File: src/rtl/arb_pkg.sv
`default_nettype none
// ============================================================================
//  Module   : arb_pkg
//  Brief    : Shared types and constants for the round-robin one-hot arbiter.
//  Revision : 1.0 - initial release
// ============================================================================
package arb_pkg;

    // Default number of requesters sharing the resource
    localparam int DEF_NUM_REQ  = 16;

    // Default hold limit in grant cycles; 0 disables the forced revoke
    localparam int DEF_MAX_HOLD = 255;

    // Arbiter control states
    typedef enum logic [0:0] {
        IDLE  = 1'b0,
        GRANT = 1'b1
    } arb_state_t;

    // Width of a binary index able to address n requesters (at least 1 bit)
    function automatic int idx_width(input int n);
        return (n <= 2) ? 1 : $clog2(n);
    endfunction

endpackage
`default_nettype wire

File: src/rtl/bin2onehot_dec.sv
`default_nettype none
// ============================================================================
//  Module   : bin2onehot_dec
//  Brief    : Binary index to one-hot decoder with an output enable. When
//             disabled the output vector is all zero.
//  Revision : 1.0 - initial release
// ============================================================================
module bin2onehot_dec #(
    parameter int IDX_W   = 4,
    parameter int NUM_REQ = 16
) (
    input  logic [IDX_W-1:0]   idx,
    input  logic               en,
    output logic [NUM_REQ-1:0] onehot
);

    // Each output bit is a compare of the index against its own position
    for (genvar i = 0; i < NUM_REQ; i++) begin : g_dec
        assign onehot[i] = en && (idx == IDX_W'(i));
    end

endmodule
`default_nettype wire

File: src/rtl/arb_rr_onehot.sv
`default_nettype none
// ============================================================================
//  Module   : arb_rr_onehot
//  Brief    : Round-robin arbiter with held grants, owner release, implicit
//             release on request drop and an optional hold timeout. Grant is
//             reported as a binary index and as a one-hot select vector.
//  Revision : 1.0 - initial release
// ============================================================================
module arb_rr_onehot
    import arb_pkg::*;
#(
    parameter int NUM_REQ  = DEF_NUM_REQ,
    parameter int IDX_W    = idx_width(NUM_REQ),
    parameter int MAX_HOLD = DEF_MAX_HOLD,
    parameter int HOLD_W   = 8
) (
    input  logic               clk,
    input  logic               rst,
    input  logic [NUM_REQ-1:0] req,
    input  logic               rel,
    output logic               gnt_valid,
    output logic [IDX_W-1:0]   gnt_idx,
    output logic [NUM_REQ-1:0] gnt_onehot,
    output logic               timeout_pulse,
    output logic               busy
);

    // Last hold count value of a grant; only meaningful when the timeout is on
    localparam logic [HOLD_W-1:0] HOLD_LAST = (MAX_HOLD == 0) ? '0 : HOLD_W'(MAX_HOLD - 1);
    localparam logic [IDX_W-1:0]  IDX_LAST  = IDX_W'(NUM_REQ - 1);

    arb_state_t        state;
    logic [HOLD_W-1:0] hold_cnt;
    logic [IDX_W-1:0]  rr_ptr;

    logic              any_req;
    logic [IDX_W-1:0]  win_idx;
    int                cand;

    logic              rel_exit;
    logic              hold_exp;
    logic [IDX_W-1:0]  next_ptr;

    // Rotating-priority search: first set request at or after rr_ptr, wrapping
    // modulo NUM_REQ (not modulo 2^IDX_W)
    always_comb begin
        any_req = 1'b0;
        win_idx = '0;
        cand    = 0;
        for (int k = 0; k < NUM_REQ; k++) begin
            cand = int'(rr_ptr) + k;
            if (cand >= NUM_REQ) begin
                cand = cand - NUM_REQ;
            end
            if (!any_req && req[cand]) begin
                any_req = 1'b1;
                win_idx = IDX_W'(cand);
            end
        end
    end

    // Grant exit causes and the pointer value that follows the current owner
    always_comb begin
        rel_exit = rel || !req[gnt_idx];
        hold_exp = (MAX_HOLD != 0) && (hold_cnt == HOLD_LAST);
        next_ptr = (gnt_idx == IDX_LAST) ? '0 : gnt_idx + IDX_W'(1);
    end

    // Arbiter FSM; all grant outputs are registered here
    always_ff @(posedge clk) begin
        if (rst) begin
            state         <= IDLE;
            gnt_valid     <= 1'b0;
            gnt_idx       <= '0;
            timeout_pulse <= 1'b0;
            hold_cnt      <= '0;
            rr_ptr        <= '0;
        end else begin
            timeout_pulse <= 1'b0;
            case (state)
                IDLE: begin
                    if (any_req) begin
                        state     <= GRANT;
                        gnt_valid <= 1'b1;
                        gnt_idx   <= win_idx;
                        hold_cnt  <= '0;
                    end
                end
                GRANT: begin
                    if (rel_exit || hold_exp) begin
                        state         <= IDLE;
                        gnt_valid     <= 1'b0;
                        gnt_idx       <= '0;
                        hold_cnt      <= '0;
                        rr_ptr        <= next_ptr;
                        // A release in the same cycle as expiry wins over the timeout
                        timeout_pulse <= !rel_exit;
                    end else begin
                        hold_cnt <= hold_cnt + HOLD_W'(1);
                    end
                end
                default: begin
                    state <= IDLE;
                end
            endcase
        end
    end

    assign busy = gnt_valid;

    bin2onehot_dec #(
        .IDX_W   (IDX_W),
        .NUM_REQ (NUM_REQ)
    ) u_dec (
        .idx    (gnt_idx),
        .en     (gnt_valid),
        .onehot (gnt_onehot)
    );

endmodule
`default_nettype wire

File: config.mk
export PLATFORM = sky130hd
export DESIGN_NAME = arb_rr_onehot
export DESIGN_NICKNAME = d
export VERILOG_FILES = /design/src/rtl/arb_pkg.sv /design/src/rtl/bin2onehot_dec.sv /design/src/rtl/arb_rr_onehot.sv
export SDC_FILE = /design/constraint.sdc
export NUM_CORES = 1
export LEC_CHECK = 0
export CAP_MARGIN = 20
export CORE_MARGIN = 4
export CORE_UTILIZATION = 46
export CTS_CLUSTER_DIAMETER = 200
export DETAILED_ROUTE_END_ITERATION = 8
export HOLD_SLACK_MARGIN = 0.02
export PLACE_DENSITY = 0.68
export SETUP_SLACK_MARGIN = 0.1
export SLEW_MARGIN = 20
export SYNTH_ARGS = -nofsm -noshare
export SYNTH_HDL_FRONTEND = slang
export SYNTH_HIERARCHICAL = 1
export SYNTH_SLANG_ARGS = --single-unit
File: constraint.sdc
create_clock -name clk -period 5.5 [get_ports clk]
set_input_delay 1.65 -clock clk [delete_from_list [all_inputs] [get_ports clk]]
set_output_delay 1.65 -clock clk [all_outputs]
set_load 0.05 [all_outputs]
# Word-level counts from Yosys, hierarchy flattened
# Index checks and enable logic that the tools add are counted.
# classes
add_sub_neg	33
order_cmp	33
n_eq_ne	18
mux	111
bitwise	2
n_reduce_logical	54
# op_table
op	n
$lt 32x6->1 const B	16
$mux 32	16
$sub 5x5->6 const B	15
$mux 4	19
$ge 5x5->1 const B	15
$bmux 1 s4	17
$mux 1	53
$add 4x4->5 const B	8
$eq 4x4->1 const B	8
$logic_and 1x1->1	31
$add 4x3->5 const B	4
$logic_not 1->1	17
$eq 4x3->1 const B	4
$mux 8	2
$pmux 8 s2	1
$add 4x2->5 const B	2
$add 8x1->8 const B	1
$eq 4x2->1 const B	2
$eq 8x8->1 const B	1
$pmux 4 s2	1
$sub 4x5->6 const B	1
$add 4x1->5 const B	1
$ge 4x5->1 const B	1
$lt 4x5->1 const B	1
other kinds (10)	14
# word_totals
ff_bits	19
inputBits	19
out_inout_bits	23
elab_cells	257

# Logic depth before layout (Yosys ltp)
# Gate-level depths: netlist of run 1.
# logic_depth
ltp_word	53
depth_mapped	16
depth_no_buf	10

# Cells and area by module
# Netlist of run 1, hierarchy kept.
# by_module_without_submodules
module	instances	cells_per_inst	area_each_um2	seq_area_each_um2
arb_rr_onehot	1	384	3231.8	380.4
bin2onehot_dec	1	23	117.6	0.0

# Worst setup path after synthesis of run 1
# Ideal clock, no wire load.
# synth_path
kind	register to register
from	reg rr_ptr[1]
to	reg gnt_idx[1]
setup_time_ns	0.130
arrival_time_ns	4.042
setup_slack_ns	1.328
stages_incl_launch_ff	17
cell_sequence	dfxtp_1 buf_2 buf_4 clkbuf_1 inv_1 ha_1 buf_2 clkbuf_1 mux4_2 mux2_2 mux2i_4 nand4_4 or3_1 buf_2 or3_1 o311ai_1 a21oi_1
# synth_via
elab_chain_cells	53
word_cells_on_any_way	177
# synth_rtl
item	line	text
start: declaration	arb_rr_onehot.sv:34	logic [IDX_W-1:0] rr_ptr;
start signal: assignment	arb_rr_onehot.sv:95	rr_ptr <= next_ptr;
branches (longest 53 deep; another with $sub 5x5->6)	--	
end signal: assignment	arb_rr_onehot.sv:85	gnt_idx <= win_idx;
end: declaration	arb_rr_onehot.sv:22	output logic [IDX_W-1:0] gnt_idx,
# Several ways; the timed one is not identified. The select of a mux whose other input is x is not followed.
# A chain may end at the register's enable or synchronous reset.

# Worst setup path after layout of run 1
# layout_path
from	in req[14]
to	reg gnt_idx[0]
# layout_via
elab_chain_cells	51
word_cells_on_any_way	120
# layout_rtl
item	line	text
start: declaration	arb_rr_onehot.sv:19	input logic [NUM_REQ-1:0] req,
$bmux 1 s4	arb_rr_onehot.sv:55	if (!any_req && req[cand]) begin
$mux 1 (implied by the code) (2 in series)	arb_rr_onehot.sv:55	
$mux 1	arb_rr_onehot.sv:55	
$logic_not 1->1	arb_rr_onehot.sv:55	
$logic_and 1x1->1	arb_rr_onehot.sv:55	
$mux 1	arb_rr_onehot.sv:55	
$logic_not 1->1	arb_rr_onehot.sv:55	
$logic_and 1x1->1	arb_rr_onehot.sv:55	
(+34 left out)	--	
$logic_not 1->1	arb_rr_onehot.sv:55	
$logic_and 1x1->1	arb_rr_onehot.sv:55	
$mux 1	arb_rr_onehot.sv:55	
$logic_not 1->1	arb_rr_onehot.sv:55	
$logic_and 1x1->1	arb_rr_onehot.sv:55	
$mux 4 / $mux 1 (equally long branches)	arb_rr_onehot.sv:55	
$mux 4 / $ne 2x2->1 (equally long branches)	--	
$pmux 4 s2 / $reduce_and 2->1 (equally long branches)	--	
# Parallel ways exist; a longest one is shown, timed or not. The select of a mux whose other input is x is not followed.

==> results.sh, run 1 <==
export IMPL_status="complete, no violations"
export IMPL_p_sw_frac=0.554
export IMPL_synth_compound_area_share=0.200
export IMPL_initialDrtViolationCount=381
export IMPL_synth_distinct_cells=75
export IMPL_grt_max_degree=30
export IMPL_ys_ff_latch=19
export IMPL_skew_ps=6.12
export IMPL_place_area_um2=3840
export IMPL_final_layout_size_suffix_gt1_frac=0.153
export IMPL_synth_top_family_by_area="multiplexers"
export IMPL_grt_usage=0.238
export IMPL_synthCells=407
export IMPL_synth_top_area_frac=0.175
export IMPL_gp_congestion=0.951
export IMPL_drv_slew=0
export IMPL_final_common_cell="nor2_1"
export IMPL_relSlewSlack=0.472
export IMPL_setup_viol=0
export IMPL_clk_pin_slew_ps=70
export IMPL_cap_viol_max_count=0
export IMPL_seqPwrFrac=0.111
export IMPL_hold_ws_ps=516
export IMPL_synth_top_area_cell="mux4_2"
export IMPL_diodes=0
export IMPL_syn_area_per_cell_um2=8.23
export IMPL_finalCriticalPeriod_ps=4670
export IMPL_wire_per_inst_um=19.4
export IMPL_area_growth_pct=16.0
export IMPL_end_kind="flip-flop"
export IMPL_tns_ps=0
export IMPL_gr_total_overflow=0
export IMPL_drt_pass1_iterations=5
export IMPL_chipWidth_um=93.3
export IMPL_finalHoldViolCount=0
export IMPL_wl_um=10400
export IMPL_cp_required_ps=5700
export IMPL_rsz0062_at_grt="false"
export IMPL_p_comb_frac=0.839
export IMPL_yosys_area_share_simple=0.273
export IMPL_drt_vias_per_instance=6.52
export IMPL_dp_hpwl_um=8120
export IMPL_p_leak_nw=1.29
export IMPL_startpoint_type="input port"
export IMPL_clockPowerShare=0.050
export IMPL_dieArea_um2=8710
export IMPL_arrival_ps=4880
export IMPL_clockBufferDepth=2
export IMPL_p_per_area_nw_per_um2=491
export IMPL_busiest_layer="met2"
export IMPL_hold_class="reg2reg"
export IMPL_die_y_um=93.3
export IMPL_clkSinkCount=19
export IMPL_root_buffer="clkbuf_8"
export IMPL_cts_buffers=3
export IMPL_synthMuxAreaShare=0.297
export IMPL_cp_max_fo=8
export IMPL_cts_resized=0
export IMPL_h_tree_depth=1
export IMPL_postRouteAntennaNets=0
export IMPL_path_class="in2reg"
export IMPL_synth_edf_count=0
export IMPL_cts_tree="built"
export IMPL_netSwitchingPower_mw=1.06
export IMPL_via_count=3480
export IMPL_grt_pass1_wl_um=16700
export IMPL_clk_latency_ps=260
export IMPL_max_freq_mhz=214
export IMPL_io_pins=42
export IMPL_synth_nets=436
export IMPL_total_power_mw=1.91
export IMPL_yosys_area_share_xor_xnor=0.0340
export IMPL_vdd_drop_max_v=0.000228
export IMPL_rows=30
export IMPL_tightest_slew_ps=789
export IMPL_timing_final_crit_share=0.850
export IMPL_met3_usage=0.0209
export IMPL_fin_nets=468
export IMPL_yosys_warnings=6
export IMPL_drc=0
export IMPL_grt_pass1_vias=3204
export IMPL_netlist_area_um2=3350
export IMPL_gr_usage_met1=0.322
export IMPL_hold_buffers=0
export IMPL_synth_flop_cell="dfxtp_1"
export IMPL_use_met2=0.392
export IMPL_port_buffers=41
export IMPL_design_core_area_um2=6940
export IMPL_start_util=0.482
export IMPL_cts_setup_buffers=0
export IMPL_async_flop_share=0
export IMPL_antenna_found_initial=0
export IMPL_yosys_top_cells_area="mux4_2 17%, dfxtp_1 11%, mux2_2 5.4%"
export IMPL_internal_power_mw=0.851
export IMPL_yosysSeqAreaShare=0.114
export IMPL_synth_adder_area_share=0.0374
export IMPL_final_cell_mix="42 x nor2_1, 41 x clkdlybuf4s50_1, 36 x nand2_1"
export IMPL_fin_area_um2=3880
[cells in the mapped netlist, types with 3 or more instances]
cell type	n
mux4_2	26
nor3b_1	3
nand4_1	7
nand2_1	36
and2_1	7
a221oi_1	3
a22oi_1	7
buf_2	6
nand3b_1	6
inv_1	9
nor3_1	14
clkbuf_1	13
mux2i_4	3
xnor2_1	8
ha_1	10
xor2_1	5
or3_1	7
mux2_2	16
dfxtp_1	19
o21a_1	3
o21ai_0	9
a211oi_1	4
a21oi_1	19
a2111oi_0	6
nand3_1	17
nor2b_1	11
a31oi_1	6
nand2b_1	8
nor2_1	42
mux2i_1	15
o21ai_1	6
[state kept, by name, summed over array words and instances (netlist names)]
signal,count
hold_cnt,8
gnt_idx,4
rr_ptr,4
busy,1
state,1
timeout_pulse,1
[worst paths after layout]
kind / from / endpoint / slack [ps] / depth (start not counted)
setup / recovery: req[14] / gnt_idx[0]$_SDFFE_PP0P_ / 830 / 9
hold / removal: hold_cnt[7]$_SDFFE_PP0P_ / hold_cnt[7]$_SDFFE_PP0P_ / 520 / 2
setup reg to reg: rr_ptr[1]$_SDFFE_PP0P_ / gnt_idx[0]$_SDFFE_PP0P_ / 1480 / 10
hold reg to reg: hold_cnt[7]$_SDFFE_PP0P_ / hold_cnt[7]$_SDFFE_PP0P_ / 520 / 2
[metrics by stage]
| stage | setup slack [ps] | instances | util |
|---|---|---|---|
| final | 826 | 534 | 0.559 |
| after global routing | 646 | 534 | 0.559 |
| after CTS | 851 | 534 | 0.559 |
| after detailed placement | 585 | 530 | 0.553 |
| after global placement | 632 | 530 | 0.553 |
| after floorplan | 1330 | 407 | - |
[layout make-up]
cell class,instances,area [um2]
Clock buffer,3,41.3
Inverter,11,41.3
Sequential cell,19,380
Timing Repair Buffer,50,478
Clock inverter,1,5.00
Multi-Input combinational cell,354,2820
Fill cell,658,3060
Tap cell,96,120
[metal layers]
layer,wire length (um),vias to the layer above
li1,-,1640
met1,4480,1677
met2,5100,139
met3,468,24
met4,332,0
met5,0,-
[cell families after synthesis]
kind of cell    count (synthesis)
compound gates                 95
mux                            61
xor+xnor                       13
simple gates                  175
flops                          19
fa+ha+maj                      10
buf+inv                        34
[worst max-delay path, cell delays in order]
cell and delay (ps):
clkdlybuf4s50_1 530, mux4_2 570, mux2_2 350, mux2i_4 300, nand4_4 210, or3_1 520, or3_1 430, nand4_1 130
a32o_1 170
[power groups by stage]
stage / registers (mW) / logic [mW] / clock network (mW)
floorplan: 0.237 / 1.17 / 0
global placement: 0.213 / 1.56 / 0
finish: 0.212 / 1.60 / 0.0962
CTS: 0.210 / 1.58 / 0.0995
global route: 0.216 / 1.73 / 0.107
detailed placement: 0.213 / 1.57 / 0
No activity file was read; power rests on OpenSTA's default activity.
==> run 2, diff against run 1 <==
clock period = 4.6 ns   (was 5.5 ns; I/O delays follow)
==> results.sh, run 2 (synthesis results as in run 1) <==
export IMPL_status="complete, no violations"
export IMPL_rows=30
export IMPL_cts_tree="built"
export IMPL_r2r_setup_slack_ps=650
export IMPL_multiInputGateArea_um2=2820
export IMPL_arrival_ps=4500
export IMPL_drt_pass1_iterations=5
export IMPL_h_tree_depth=1
export IMPL_area_growth_pct=19.2
export IMPL_end_kind="flip-flop"
export IMPL_drc=0
export IMPL_final_cell_mix="42 x nor2_1, 41 x clkdlybuf4s50_1, 36 x nand2_1"
export IMPL_tns_ps=0
export IMPL_r2r_end="gnt_idx[3]$_SDFFE_PP0P_"
export IMPL_cp_max_fo=9
export IMPL_vdd_drop_max_v=0.000278
export IMPL_place_ws_ps=24.7
export IMPL_diodes=0
export IMPL_n_fill_cell=632
export IMPL_min_from="hold_cnt[7]$_SDFFE_PP0P_"
export IMPL_final_common_cell="nor2_1"
export IMPL_io_pins=42
export IMPL_dieArea_um2=8710
export IMPL_tightest_slew_ps=708
export IMPL_clockBufferDepth=2
export IMPL_gr_total_overflow=0
export IMPL_fin_ws_ps=299
export IMPL_total_power_mw=2.38
export IMPL_cp_required_ps=4800
export IMPL_wl_um=10800
export IMPL_start_util=0.482
export IMPL_grt_max_degree=30
export IMPL_regMostFlops="hold_cnt"
export IMPL_gp_congestion=0.948
export IMPL_crit_top_cell="o21ai_1"
export IMPL_port_buffers=41
export IMPL_timing_final_crit_share=0.935
export IMPL_final_layout_size_suffix_gt1_frac=0.181
export IMPL_hold_class="reg2reg"
export IMPL_max_freq_mhz=232
export IMPL_chipWidth_um=93.3
export IMPL_via_count=3585
export IMPL_largest_reg_flops=8
export IMPL_crit_end="gnt_idx[3]$_SDFFE_PP0P_"
export IMPL_setup_viol=0
export IMPL_design_core_area_um2=6940
export IMPL_register_area_um2=380
export IMPL_path_class="in2reg"
export IMPL_relSlewSlack=0.528
export IMPL_p_per_area_nw_per_um2=596
export IMPL_clkSinkCount=19
export IMPL_critPathTopFamily="simple AND/OR/NAND/NOR gates"
export IMPL_postRouteAntennaNets=0
export IMPL_cts_buffers=3
export IMPL_worst_path_largest_cell_delay_ps=640
export IMPL_drv_slew=0
export IMPL_antenna_found_initial=0
export IMPL_grt_pass1_wl_um=17700
export IMPL_clk_latency_ps=260
export IMPL_r2r_cells=10
export IMPL_p_leak_nw=1.36
export IMPL_grt_pass1_vias=3484
export IMPL_path_cells="clkdlybuf4s50_1 -> mux4_2 -> a22oi_1 -> o21ai_1 -> nand4bb_1 -> or3_1 -> o21ai_1 -> nor2b_2 -> a22o_1"
export IMPL_drt_vias_per_instance=6.54
export IMPL_cpMaxStageDelayCell="mux4_2"
export IMPL_finalHoldViolCount=0
export IMPL_worst_path_stages=9
export IMPL_r2r_start="rr_ptr[1]$_SDFFE_PP0P_"
export IMPL_cap_viol_max_count=0
export IMPL_reg_top3="hold_cnt (8), gnt_idx (4), rr_ptr (4)"
export IMPL_die_y_um=93.3
export IMPL_cts_setup_buffers=0
export IMPL_wire_per_inst_um=19.7
export IMPL_cp_num_buf_inv=1
export IMPL_dp_hpwl_um=8470
export IMPL_setup_worst_path_start="req[10]"
export IMPL_initialDrtViolationCount=387
export IMPL_root_buffer="clkbuf_8"
export IMPL_finalCriticalPeriod_ps=4300
export IMPL_rsz0062_at_grt="false"
export IMPL_startpoint_type="input port"
export IMPL_clk_pin_slew_ps=70
export IMPL_grt_usage=0.253
export IMPL_skew_ps=5.47
export IMPL_fin_nets=482
run 2: cell count changes in the layout (fill, tap and decap cells not counted):
cell / change
buf_4: +14
nor2b_2: +1
nor2b_1: -1
run 2: how the worst min path moves through the flow:
stage,cells after the start,to,slack (ps)
6_report,2,hold_cnt[7]$_SDFFE_PP0P_,510
5_1_grt,2,hold_cnt[7]$_SDFFE_PP0P_,520
4_1_cts,2,hold_cnt[7]$_SDFFE_PP0P_,500
3_5_place_dp,2,hold_cnt[7]$_SDFFE_PP0P_,490
3_3_place_gp,2,hold_cnt[7]$_SDFFE_PP0P_,480
2_1_floorplan,1,hold_cnt[6]$_SDFFE_PP0P_,460
run 2: repair_timing:
| item | 4_1_cts | 5_1_grt |
|---|---|---|
| endpoints found under the setup margin | 0 | 1 |
| hold buffers | 0 | 0 |
| resized for setup | 0 | 1 |
| endpoints found under the hold margin | 0 | 0 |
run 2: layout make-up:
type                    instances  area share
clock buffers                   3      0.0103
repair buffers                 64       0.146
inverters                      11      0.0103
flip-flops and latches         19      0.0953
clock inverters                 1     0.00125
multi-input cells             354       0.707
well taps                      96      0.0301
run 2: worst reg2reg max path, stage by stage (launching register included):
cell and delay (ps):
dfxtp_1 330, inv_1 110, ha_1 770, mux4_2 660, mux2_2 310, mux2_2 320, nand3b_1 230, or3_1 470
o21ai_1 260, nor2b_2 260, a22o_1 160
run 2: per-stage QoR:
step	area, um2	cells	util	hold slack [ps]
finish	3990	548	0.575	509
global route	3990	548	0.575	524
CTS	3990	548	0.575	504
detailed placement	3940	544	0.568	492
global placement	3940	544	0.568	476
floorplan	3350	407	-	462
run 2: metal layers:
metal	global-route usage	vias to the layer above	share of wire
li1	-	1663	-
met1	0.337	1730	0.41
met2	0.431	168	0.50
met3	0.0177	24	0.065
met4	0.0879	0	0.029
met5	0	-	0
run 2: report_power, final:
part / leakage (nW) / total [mW] / internal (mW) / switching (mW)
combinational: 1.18 / 2.01 / 0.833 / 1.18
sequential: 0.155 / 0.250 / 0.191 / 0.0591
clock: 0.0255 / 0.116 / 0.0602 / 0.0561
total: 1.36 / 2.38 / 1.08 / 1.30
==> run 3, diff against run 2 <==
SKIP_CTS_REPAIR_TIMING = 1   (was default)
SLEW_MARGIN = 10   (was 20)
==> results of run 3 <==
No change in the layout: final DEF, timing and power equal those of run 2.
